==> src/rtl/abr_params_pkg.sv <==
// ML-KEM arithmetic constants shared by the masked datapath blocks.
package abr_params_pkg;

    localparam int MLKEM_Q       = 3329;
    localparam int MLKEM_Q_WIDTH = 12;

endpackage

==> src/rtl/ntt_defines_pkg.sv <==
// Fixed pipeline latencies of the masked NTT arithmetic stages.
package ntt_defines_pkg;

    localparam int MASKED_MULT_LATENCY    = 2;
    localparam int MASKED_BARRETT_LATENCY = 6;

endpackage

==> src/rtl/masked_share_mult_core.sv <==
// Two-stage arithmetic-share multiplier.
// Stage 1 holds the same-share products and the cross products. Each cross
// product is blinded with fresh randomness before it reaches a register.
// Stage 2 combines them into two output shares. Stage 2 removes the blinding
// by subtracting the randomness that was used for the other output share.
module masked_share_mult_core
    import abr_params_pkg::*;
#(
    parameter int MASKED_REG_SIZE = 2*MLKEM_Q_WIDTH
)(
    input  logic                             clk,
    input  logic                             clr_i,
    input  logic [1:0][MASKED_REG_SIZE-1:0]  u_i,
    input  logic [1:0][MASKED_REG_SIZE-1:0]  v_i,
    input  logic [MASKED_REG_SIZE-1:0]       rnd0_i,
    input  logic [MASKED_REG_SIZE-1:0]       rnd1_i,
    output logic [1:0][MASKED_REG_SIZE-1:0]  x_o
);

    logic [MASKED_REG_SIZE-1:0] p00_d, p11_d, c01_d, c10_d;
    logic [MASKED_REG_SIZE-1:0] p00_q, p11_q, c01_q, c10_q;
    logic [MASKED_REG_SIZE-1:0] rnd0_q, rnd1_q;
    logic [1:0][MASKED_REG_SIZE-1:0] x_d, x_q;

    // Stage-1 products, truncated to the share width. Each cross term is added
    // to its randomness in the same expression, so its raw value never reaches
    // a register.
    always_comb begin
        p00_d = u_i[0] * v_i[0];
        p11_d = u_i[1] * v_i[1];
        c01_d = u_i[0] * v_i[1] + rnd0_i;
        c10_d = u_i[1] * v_i[0] + rnd1_i;
    end

    // Stage-2 share recombination. Share 0 absorbs rnd0 and subtracts rnd1.
    // Share 1 absorbs rnd1 and subtracts rnd0. The sum of the shares is therefore u*v.
    always_comb begin
        x_d[0] = p00_q + c01_q - rnd1_q;
        x_d[1] = p11_q + c10_q - rnd0_q;
    end

    // Pipeline registers for both stages. They are free-running with no enable.
    always_ff @(posedge clk) begin
        if (clr_i) begin
            p00_q  <= '0;
            p11_q  <= '0;
            c01_q  <= '0;
            c10_q  <= '0;
            rnd0_q <= '0;
            rnd1_q <= '0;
            x_q    <= '0;
        end else begin
            p00_q  <= p00_d;
            p11_q  <= p11_d;
            c01_q  <= c01_d;
            c10_q  <= c10_d;
            rnd0_q <= rnd0_i;
            rnd1_q <= rnd1_i;
            x_q    <= x_d;
        end
    end

    assign x_o = x_q;

endmodule

==> src/rtl/masked_mult_reduce_feeder.sv <==
// Feeder for the masked Barrett reduction stage. It wraps the share multiplier
// with a valid/tag delay line that spans both the multiply latency and the
// downstream reduction latency. It also contains a batch counter and a busy flag.
module masked_mult_reduce_feeder
    import abr_params_pkg::*;
    import ntt_defines_pkg::*;
#(
    parameter int MASKED_REG_SIZE = 2*MLKEM_Q_WIDTH,
    parameter int TAG_W           = 8,
    parameter int RED_LATENCY     = MASKED_BARRETT_LATENCY,
    parameter int BATCH           = 256
)(
    input  logic                             clk,
    input  logic                             rst,
    input  logic                             zeroize,
    input  logic                             in_valid,
    input  logic [TAG_W-1:0]                 in_tag,
    input  logic [1:0][MASKED_REG_SIZE-1:0]  u,
    input  logic [1:0][MASKED_REG_SIZE-1:0]  v,
    input  logic [MASKED_REG_SIZE-1:0]       rnd0_24bit,
    input  logic [MASKED_REG_SIZE-1:0]       rnd1_24bit,
    output logic [1:0][MASKED_REG_SIZE-1:0]  x,
    output logic                             x_valid,
    output logic                             red_valid,
    output logic [TAG_W-1:0]                 red_tag,
    output logic                             batch_done,
    output logic                             busy
);

    localparam int DEPTH = MASKED_MULT_LATENCY + RED_LATENCY;
    localparam int CNT_W = $clog2(BATCH);
    localparam logic [CNT_W-1:0] CNT_LAST = CNT_W'(BATCH - 1);

    logic clr;
    assign clr = rst | zeroize;

    masked_share_mult_core #(
        .MASKED_REG_SIZE (MASKED_REG_SIZE)
    ) u_core (
        .clk    (clk),
        .clr_i  (clr),
        .u_i    (u),
        .v_i    (v),
        .rnd0_i (rnd0_24bit),
        .rnd1_i (rnd1_24bit),
        .x_o    (x)
    );

    logic [DEPTH-1:0] valid_q, valid_d;
    logic [TAG_W-1:0] tag_q [DEPTH];
    logic [TAG_W-1:0] tag_d [DEPTH];
    logic [CNT_W-1:0] cnt_q, cnt_d;

    // The tag is zeroed on entry when in_valid is low. Because every stage
    // carries the masked tag, red_tag is 0 whenever red_valid is 0.
    assign valid_d = {valid_q[DEPTH-2:0], in_valid};
    assign tag_d[0] = in_valid ? in_tag : '0;

    generate
        for (genvar gi = 1; gi < DEPTH; gi++) begin : g_tag_shift
            assign tag_d[gi] = tag_q[gi-1];
        end
    endgenerate

    // Sideband delay line. A clear drops every in-flight entry and also drops
    // any input presented in the same cycle as the clear.
    always_ff @(posedge clk) begin
        if (clr) begin
            valid_q <= '0;
            for (int i = 0; i < DEPTH; i++) tag_q[i] <= '0;
        end else begin
            valid_q <= valid_d;
            for (int i = 0; i < DEPTH; i++) tag_q[i] <= tag_d[i];
        end
    end

    // Batch counter. It advances on each emerging result and wraps after the last result of a batch.
    always_comb begin
        cnt_d = cnt_q;
        if (valid_q[DEPTH-1]) begin
            cnt_d = (cnt_q == CNT_LAST) ? '0 : cnt_q + 1'b1;
        end
    end

    // Batch counter register.
    always_ff @(posedge clk) begin
        if (clr) cnt_q <= '0;
        else     cnt_q <= cnt_d;
    end

    assign x_valid    = valid_q[MASKED_MULT_LATENCY-1];
    assign red_valid  = valid_q[DEPTH-1];
    assign red_tag    = tag_q[DEPTH-1];
    assign batch_done = valid_q[DEPTH-1] && (cnt_q == CNT_LAST);
    assign busy       = |valid_q;

endmodule

==> config.mk <==
export PLATFORM = sky130hd
export DESIGN_NAME = masked_mult_reduce_feeder
export DESIGN_NICKNAME = d
export VERILOG_FILES = /design/src/rtl/abr_params_pkg.sv /design/src/rtl/ntt_defines_pkg.sv /design/src/rtl/masked_share_mult_core.sv /design/src/rtl/masked_mult_reduce_feeder.sv
export SDC_FILE = /design/constraint.sdc
export NUM_CORES = 2
export LEC_CHECK = 0
export ABC_AREA = 1
export CAP_MARGIN = 20
export CORE_UTILIZATION = 64
export DETAILED_ROUTE_END_ITERATION = 12
export GPL_TIMING_DRIVEN = 0
export PLACE_DENSITY = 0.94
export SLEW_MARGIN = 10
export SYNTH_ARGS = -nofsm -noshare
export SYNTH_HDL_FRONTEND = slang
export SYNTH_HIERARCHICAL = 1
export SYNTH_SLANG_ARGS = --single-unit
==> constraint.sdc <==
create_clock -name clk -period 8 [get_ports clk]
set_input_delay 1.2 -clock clk [delete_from_list [all_inputs] [get_ports clk]]
set_output_delay 1.2 -clock clk [all_outputs]
set_load 0.005 [all_outputs]
==> flow_summary.yaml <==
placed_design:
  dpl.hpwl_um: 152000
  dp_slack_ps: -1380
  io_buffers: 177
  place.gp.congestion: 1.05
grt:
  grtUsageTotal: 0.484
  grt_pass1_wl_um: 284000
  grt_antenna_before_repair: 11
  grt_overflow_total: 0
  grt_pass1_vias: 46673
  grt_max_degree: 20
outcome:
  status: "finished, final reports clean"
sta:
  tns_ps: 0
  max_freq_mhz: 127
  fin_skew_ps: 18.2
  setup_viol: 0
  drv_slew: 0
  finalHoldViolations: 0
  worst_slew_pin_slew_ps: 1350
  setup_slack_ps: 122
  slew-limit-headroom: 0.0983
  finalCriticalPeriod_ps: 7880
  whs_ps: 429
  fin_crit_sh: 0.985
worst_setup_path:
  path_class: "in2reg"
  worstRegToRegCells: 12
  timing.rr.start: "u_core/c10_q[0]"
  rrSetupSlack_ps: 4580
  cp-end-kind: "register"
  cp.arrival_ps: 8350
  critPathLaunchType: "input pin"
  critical_path.max_fanout: 10
  timing.rr.end: "u_core/x_o[44]"
  critical_path_required_ps: 8470
yosys:
  synth-main-ff-cell: "dfxtp_1"
  synthAdderAreaFrac: 0.467
  ys_seq_area_frac: 0.107
  synth_compound_area_frac: 0.0502
  ys_warn_count: 6
  syn_inst: 6836
  synthArstFlopShare: 0
  synth_edf_count: 0
  synth.ff_latch_count: 272
  synthXorXnorAreaFrac: 0.0148
  synth.area.mux_share: 0
  yosys.area_share.simple: 0.173
  synth_nets: 8327
  syn-cell-area_um2: 50800
  ys_types: 50
  syn_area_per_cell_um2: 7.43
  synth_top_family_by_area: "adder cells"
floorplan:
  die_y_um: 284
  ioPinCount: 216
  rows: 102
  dieWidth_um: 284
  start_util: 0.652
  core_um2: 78000
  die_area_um2: 80500
final_layout:
  drive_gt1_frac: 0.0365
  fillers: 6281
  ff_latch_area_um2: 5450
  fin_nets: 8540
  area_delta_synth_final_pct: 8.44
  multiInputGateArea_um2: 35900
  final_util: 0.707
detailed_routing:
  viasPerCell: 5.66
  wirelength_um: 192000
  wl_per_cell_um: 23.7
  dr.pass1.iters: 8
  initialDrtViolationCount: 5447
  detail-route-antenna-nets: 0
  via_count: 45923
  drc_errors: 0
clock_tree:
  clkLatencyLatePin_ps: 580
  htree_levels: 1
  cts_max_path_buffers: 3
  cts_made_buffers: 24
  cts.sinks: 272
  cts_hold_buf: 0
  cts_tree: "done"
  path_clk_slew_ps: 80
  clock-root-buffer: "clkbuf_16"
min_path:
  hold_depth: 2
  hold-path-endpoint: "tag_q[1][0]"
  hold_path.class: "reg2reg"
  worstHoldStart: "tag_q[0][24]"
flow_run:
  cap_violations: 0
Yosys cell counts (51+ instances only):
cell type | n | area share
inv_1 | 2208 | 0.16
nand2_1 | 1719 | 0.13
fa_1 | 938 | 0.37
ha_1 | 397 | 0.098
dfxtp_1 | 272 | 0.11
a21oi_1 | 229 | 0.023
nor2_1 | 196 | 0.014
clkbuf_1 | 160 | 0.012
nand3_1 | 132 | 0.013
o21ai_0 | 114 | 0.011
buf_1 | 58 | 0.0043
nor2_2 | 51 | 0.0063
stage by stage:
| stage | cells | area, µm² |
|---|---|---|
| floorplan | 6836 | 50800 |
| global placement | 8053 | 53900 |
| detailed placement | 8060 | 54000 |
| CTS | 8101 | 54900 |
| global route | 8107 | 55100 |
| finish | 8112 | 55100 |
logic make-up (layout without fill, tap and decap cells):
group           count (synthesis)  in the layout
other cells                     0              5
compound gates                455            455
fa+ha+maj                    1335           1335
simple gates                 2190           2190
xor+xnor                       86             86
buf+inv                      2498           2729
flops                         272            272
sequential cells by signal (all words and copies together) (netlist names):
name	flops
u_core/c10_q	24
u_core/rnd0_q	24
valid_q	8
u_core/x_o	48
u_core/c01_q	24
u_core/p00_q	24
u_core/p11_q	24
tag_q	64
u_core/rnd1_q	24
cnt_q	8
placed cells by master (no fill, tap or decap), drive strengths merged, types with 5 or more instances in the layout:
cell type,count
clkbuf,210
a21boi,5
xnor2,44
nand3b,23
a21o,17
nor3,16
inv,2216
xor2,42
diode,5
clkdlybuf4s50,176
fa,938
nand3,136
clkinv,10
a31oi,6
nor4,7
ha,397
a21oi,232
buf,108
nor2,249
nand2,1726
o21a,41
or2,7
o21bai,8
nand4,22
dfxtp,272
o21ai,123
o211ai,7
a211oi,6
final cells by class:
class                      instances  share of cell area
multi-input combinational       4066               0.651
clock inverter                    13             0.00402
clock buffer                      31              0.0123
buffer                           275              0.0236
tap                             1040              0.0236
inverter                        2219               0.151
timing repair buffer             191              0.0355
antenna                            5            0.000227
sequential                       272              0.0988
per-layer routing:
| layer | GRT usage | vias up | wire, µm |
|---|---|---|---|
| li1 | - | 19672 | - |
| met2 | 0.719 | 3436 | 80000 |
| met5 | 0 | - | 158 |
| met3 | 0.162 | 970 | 27000 |
| met1 | 0.581 | 21833 | 65800 |
| met4 | 0.372 | 12 | 19300 |
critical path, cell delays in order:
cell and delay [ps]:
clkdlybuf4s50_1 850, clkbuf_1 670, nand2_1 180, fa_1 560, inv_1 50, fa_1 500, fa_1 540, fa_1 580
fa_1 500, fa_1 540, inv_1 60, fa_1 470, inv_1 90, ha_1 360, inv_1 120, nor3_1 60
a211oi_1 270, o211ai_1 170, a31oi_1 310, nand3_1 130, nand2_1 80, nor2_1 50
worst max path at each step:
stage	from	slack [ps]	to
global placement	v[4]	-1430	u_core/c10_q[23]
finish	v[36]	120	u_core/p11_q[23]
floorplan	v[9]	1150	u_core/c10_q[23]
global route	v[28]	-10	u_core/p11_q[17]
CTS	u[34]	2	u_core/p11_q[23]
detailed placement	v[4]	-1380	u_core/c10_q[23]
timing repair:
action	in CTS	in global routing
gates resized for setup	26	100
gates cloned	0	0
buffers inserted	0	0
setup endpoints to repair	33	22
Power is not shown: default switching activity piles up to over one toggle a cycle in this logic, so the estimate is an artifact.
